==> src/rtl/change_select_pkg.sv <==
// Shared types and defaults for the change-driven select counter.
// Optional build macro: CHANGE_SELECT_MASK_EN (adds a compare mask port).
package change_select_pkg;

  typedef enum logic {IDLE, HOLD} state_t;

  localparam int DEF_DATA_W  = 24;
  localparam int DEF_SEL_W   = 3;
  localparam int DEF_SEL_MAX = 7;
  localparam int DEF_HOLDOFF = 0;

  // Down-counter width able to hold HOLDOFF-1; never narrower than one bit.
  function automatic int hold_cnt_w(input int holdoff);
    int w;
    w = $clog2(holdoff + 1);
    return (w < 1) ? 1 : w;
  endfunction

endpackage

==> src/rtl/holdoff_timer.sv <==
// Hold-off window after a counted change: busy stays high for exactly
// HOLDOFF cycles following start. HOLDOFF=0 never leaves IDLE.
module holdoff_timer
  import change_select_pkg::*;
#(
  parameter int HOLDOFF = DEF_HOLDOFF
) (
  input  logic clk,
  input  logic rst,
  input  logic start,
  input  logic clear,
  output logic busy
);

  localparam int CW = hold_cnt_w(HOLDOFF);
  localparam logic [CW-1:0] LOAD = (HOLDOFF > 0) ? CW'(HOLDOFF - 1) : '0;

  state_t state;
  logic [CW-1:0] cnt;

  // The start edge itself is the first window cycle, so load HOLDOFF-1.
  always_ff @(posedge clk) begin
    if (rst) begin
      state <= IDLE;
      cnt   <= '0;
      busy  <= 1'b0;
    end else if (clear) begin
      state <= IDLE;
      cnt   <= '0;
      busy  <= 1'b0;
    end else begin
      case (state)
        IDLE: begin
          if (start && (HOLDOFF > 0)) begin
            state <= HOLD;
            cnt   <= LOAD;
            busy  <= 1'b1;
          end
        end
        HOLD: begin
          if (cnt == '0) begin
            state <= IDLE;
            busy  <= 1'b0;
          end else begin
            cnt <= cnt - CW'(1);
          end
        end
        default: begin
          state <= IDLE;
          busy  <= 1'b0;
        end
      endcase
    end
  end

endmodule

==> src/rtl/change_select_counter.sv <==
// Advances a select index once per detected change on bus A, with wrap at
// SEL_MAX, optional hold-off, enable and clear. Macro: CHANGE_SELECT_MASK_EN.
module change_select_counter
  import change_select_pkg::*;
#(
  parameter int DATA_W  = DEF_DATA_W,
  parameter int SEL_W   = DEF_SEL_W,
  parameter int SEL_MAX = DEF_SEL_MAX,
  parameter int HOLDOFF = DEF_HOLDOFF
) (
  input  logic              clk,
  input  logic              rst,
  input  logic              en,
  input  logic              clear,
  input  logic [DATA_W-1:0] A,
`ifdef CHANGE_SELECT_MASK_EN
  input  logic [DATA_W-1:0] mask,
`endif
  output logic [SEL_W-1:0]  sel,
  output logic              change,
  output logic              wrap,
  output logic              busy
);

  localparam logic [SEL_W-1:0] SEL_LAST = SEL_W'(SEL_MAX);

  logic [DATA_W-1:0] a_q;
  logic [DATA_W-1:0] cmp;
  logic              primed;
  logic              diff;
  logic              count;

`ifdef CHANGE_SELECT_MASK_EN
  assign cmp = (A ^ a_q) & ~mask;
`else
  assign cmp = A ^ a_q;
`endif

  // Nothing is counted until a_q holds a real sample (primed).
  assign diff  = primed && (cmp != '0);
  assign count = diff && en && !clear && !busy;

  always_ff @(posedge clk) begin
    if (rst) begin
      a_q    <= '0;
      primed <= 1'b0;
      change <= 1'b0;
      sel    <= '0;
      wrap   <= 1'b0;
    end else begin
      a_q    <= A;
      primed <= 1'b1;
      change <= diff;
      if (clear) begin
        sel  <= '0;
        wrap <= 1'b0;
      end else if (count) begin
        sel  <= (sel == SEL_LAST) ? '0 : sel + SEL_W'(1);
        wrap <= (sel == SEL_LAST);
      end else begin
        wrap <= 1'b0;
      end
    end
  end

  holdoff_timer #(.HOLDOFF(HOLDOFF)) u_timer (
    .clk   (clk),
    .rst   (rst),
    .start (count),
    .clear (clear),
    .busy  (busy)
  );

endmodule
==> config.mk <==
export PLATFORM = sky130hd
export DESIGN_NAME = change_select_counter
export DESIGN_NICKNAME = d
export VERILOG_FILES = /design/src/rtl/change_select_pkg.sv /design/src/rtl/holdoff_timer.sv /design/src/rtl/change_select_counter.sv
export SDC_FILE = /design/constraint.sdc
export NUM_CORES = 1
export LEC_CHECK = 0
export ABC_CLOCK_PERIOD_IN_PS = 1330
export CAP_MARGIN = 10
export CORE_MARGIN = 2
export CORE_UTILIZATION = 40
export DETAILED_ROUTE_END_ITERATION = 8
export DONT_BUFFER_PORTS = 1
export PLACE_DENSITY = 0.55
export SLEW_MARGIN = 20
export SYNTH_ARGS = -nofsm -noshare
export SYNTH_HDL_FRONTEND = slang
export SYNTH_SLANG_ARGS = --single-unit
==> constraint.sdc <==
create_clock -name clk -period 1.33 [get_ports clk]
set_input_delay 0.266 -clock clk [delete_from_list [all_inputs] [get_ports clk]]
set_output_delay 0.266 -clock clk [all_outputs]
set_load 0.01 [all_outputs]
==> impl.org <==
** GRT
- The initial antenna violation count came to 0.
- Congestion Overflow GR :: 0
- For this run, global-route usage on met2 was measured as 20.1%.
- Global routing consumed, on the met1 layer, 15.4% of the routing resources.
- Maximum number of pins on one net before global-route repair :: 23
- The layer flagged by global routing as most heavily used is met2.
- Global-route usage over all layers :: 13.6%
- The via count of the first global-routing pass came to 747.
- The first global-routing pass estimated 3340 um of wire.
- For met3 alone, demand over resource in global routing was 8.93%.

** Setup path
- Max incr delay on CP :: 0.40 ns
- STA classifies the critical path startpoint as a register.
- Required time at the endpoint of the critical path :: 1.55 ns
- In this run the worst path has a maximum fanout of 4.
- Number of buffer and inverter stages on the critical path :: 0
- In this design, the largest share of critical-path delay is due to simple AND/OR/NAND/NOR gates.
- Type of destination of the critical path :: register
- Cells along the critical path :: xor2_1 -> nor4_1 -> nand2_1 -> o311a_4 -> and3_1
- Data on the critical path arrives at its endpoint at 1.79 ns.
- Path type of the worst setup path :: register to register
- On the critical path, the stage with the largest delay is an instance of sky130_fd_sc_hd__o311a_4.

** Placed design
- Routability Congestion :: 0.676
- DP Area :: 0.00119 mm2
- After detailed placement, the design holds a cell count of 137.
- Input and output buffers added on the ports amount to 0.
- Final HPWL from detailed placement :: 1310 um

** Floorplanning
- Die H :: 57.9 um
- Cell row count :: 19
- Starting Density :: 42.1%
- Core Box Area :: 0.00276 mm2
- In this run the horizontal extent of the chip is 57.9 um.
- Number of ports placed on the die boundary :: 34
- Die Outline Area :: 0.00335 mm2

** Logic synthesis
- Fraction of the yosys area taken by sequential cells :: 51.8%
- Number of warnings reported in the yosys synthesis log :: 0
- In the synthesized netlist the async set-or-reset flop fraction comes to 0%.
- Post-synthesis cell area :: 0.00116 mm2
- Total of flip-flops plus latches after synthesis :: 30
- The cell count after synthesis came out at 108.
- Count of flip-flops with a built-in enable after synthesis :: 0
- Ys flop type :: sky130_fd_sc_hd__dfxtp_1
- Synthesis produced a netlist with a net count of 138.
- The netlist uses 16 different library cells.
- A synthesized cell averages 10.7 um2.

** Timing
- For the pin with the worst max-slew slack, the measured transition is 0.824 ns.
- RSZ-0062 raised after global routing :: true
- Timing would allow up to 636 MHz.
- Slew Viols, Final :: 0
- For the final database, setup skew stands at 0.00829 ns.
- In the finished design, the share of the clock period the worst path needs comes to 118%.
- Setup total negative slack on the finished layout was measured at -1.10 ns.
- Final setup vio count :: 5
- Final Hold Vio Count :: 0
- Minimum period implied by the final worst setup slack :: 1.57 ns
- Hold is met by 0.0679 ns.
- Measured against its own limit, the worst slew margin works out to 45.1%.
- Final Worst Setup Slack :: -0.243 ns

** Drt
- For this run, the detailed router's first-pass iteration total came to 3.
- Once detail routing completed, the nets flagged for antenna violations numbered 0.
- Initial DRC Count :: 20
- After detailed routing, the number of vias per cell comes to 4.81.
- Dividing the detail-routed wire length by the instance count gives 13.3 um.
- Final routed wirelength across all metal layers :: 1980 um
- For this run, design rule violations remaining after detail routing come to 0.
- Vias post-DR :: 712

** Clock tree
- CTS root buf :: sky130_fd_sc_hd__clkbuf_4
- Clock latency of the later-clocked register in the worst-skew pair :: 0.32 ns
- Number of buffers created by CTS :: 5
- Maximum root-to-sink buffer count :: 2
- CTS saw 30 sinks.
- Level count of the clock H-tree :: 2
- After clock tree synthesis, the clock-pin slew on the worst setup and hold paths is 0.09 ns.
- TritonCTS built the clock tree.

** Hold path
- The min-delay analysis places its worst path in the category primary input to register.

** Finish
- The net count of the finished layout is 148.
- Area delta synth->final :: 14.1%
- Leaving out fill and tap cells, the most frequent cells in the layout are 25 x sky130_fd_sc_hd__dfxtp_1, 24 x sky130_fd_sc_hd__nor2b_1, 23 x sky130_fd_sc_hd__xor2_1.
- Registers take 607 um2.
- The multi-input combinational cells in the finished layout cover a total of 564 um2.
- Diode insertion count for antenna repair :: 0
- Non-filler cells in the finished layout :: 148
- Fill cells in the final layout number 266.
- Share of post-route cells with drive strength above 1 :: 15.4%
- Finished layout cell area :: 0.00132 mm2
- Most frequent standard cell in the layout excluding fill and tap cells :: sky130_fd_sc_hd__dfxtp_1

** Outcome
- Run status :: finished with violations
- Violations in the final reports :: setup timing

** Flow run
- Max-cap check violation count :: 0

** Pwr
- Power density relative to cell area :: 1210 mW/mm2
- The analysis attributes to cell leakage a power of 0.000577 uW.
- Sum of internal, switching and leakage power :: 1610 uW
- Worst IR drop on VDD :: 857 uV
[cell usage after synthesis (all sizes together) (2+ instances only)]
cell	instances	area, um2
clkbuf	2	7.51
dfxtp	30	601
nor4	6	37.5
mux2i	3	30.0
nand2	8	30.0
o311a	2	32.5
nor2b	24	150
ha	2	25.0
xor2	24	210
nor2	2	7.51
[repair_timing]
action | in CTS | in global routing
hold buffers | 2 | 1
hold endpoints to repair | 22 | 1
buffers inserted | 1 | 1
pin swaps | 7 | 6
gates resized for setup | 4 | 6
endpoints found under the setup margin | 5 | 10
[path summary, 6_finish.rpt]
| path | to | from | cells past startpoint | slack [ns] |
|---|---|---|---|---|
| min reg2reg | change$_SDFF_PP0_ | primed$_DFF_P_ | 1 | 0.48 |
| max reg2reg | wrap$_SDFF_PP0_ | a_q[20]$_SDFF_PP0_ | 5 | -0.24 |
| max | wrap$_SDFF_PP0_ | a_q[20]$_SDFF_PP0_ | 5 | -0.24 |
| min | a_q[6]$_SDFF_PP0_ | A[6] | 1 | 0.07 |
[report_power, final]
part           internal (uW)  switching, uW  leakage, uW
registers                943           21.2     0.000250
clock network            238            279    0.0000302
logic                   71.2           55.4     0.000296
[per-layer routing]
| metal | routed length [um] | vias to the layer above |
|---|---|---|
| li1 | - | 363 |
| met1 | 861 | 316 |
| met2 | 857 | 26 |
| met3 | 209 | 7 |
| met4 | 47 | 0 |
| met5 | 0 | - |
[metrics by stage]
step / util (%) / setup WS (ns)
6_report: 48.0 / -0.243
5_1_grt: 48.0 / -0.318
4_1_cts: 46.7 / -0.236
3_5_place_dp: 43.2 / -0.267
3_3_place_gp: 43.2 / -0.257
2_1_floorplan: - / -0.0992
[worst register-to-register path, delay by kind of cell, from the launching register on]
kind / cells / cell delay, ns
AND/OR/NAND/NOR: 3 / 0.61
AO/OA/AOI/OAI: 1 / 0.40
flip-flops: 1 / 0.32
XOR/XNOR: 1 / 0.15
[area by class of cell]
cell class / count / area share (%)
inverters: 1 / 0.284
repair buffers: 6 / 4.44
well taps: 31 / 2.93
flip-flops and latches: 30 / 45.8
multi-input cells: 74 / 42.6
clock buffers: 6 / 3.88
[cell families (layout without fill, tap and decap cells)]
| kind of cell | Yosys count | in the layout | synth area share [%] |
|---|---|---|---|
| other cells | 1 | 1 | 0.323 |
| mux | 3 | 3 | 2.59 |
| fa+ha+maj | 2 | 2 | 2.16 |
| buf+inv | 4 | 13 | 1.62 |
| compound gates | 2 | 2 | 2.80 |
| flops | 30 | 30 | 51.8 |
| xor+xnor | 24 | 24 | 18.1 |
| simple gates | 42 | 42 | 20.6 |
[state kept, by name, indices dropped and copies added, names as in the netlist]
signal,count
change,1
sel,3
wrap,1
a_q,24
primed,1
No activity file was read; power rests on OpenSTA's default activity.
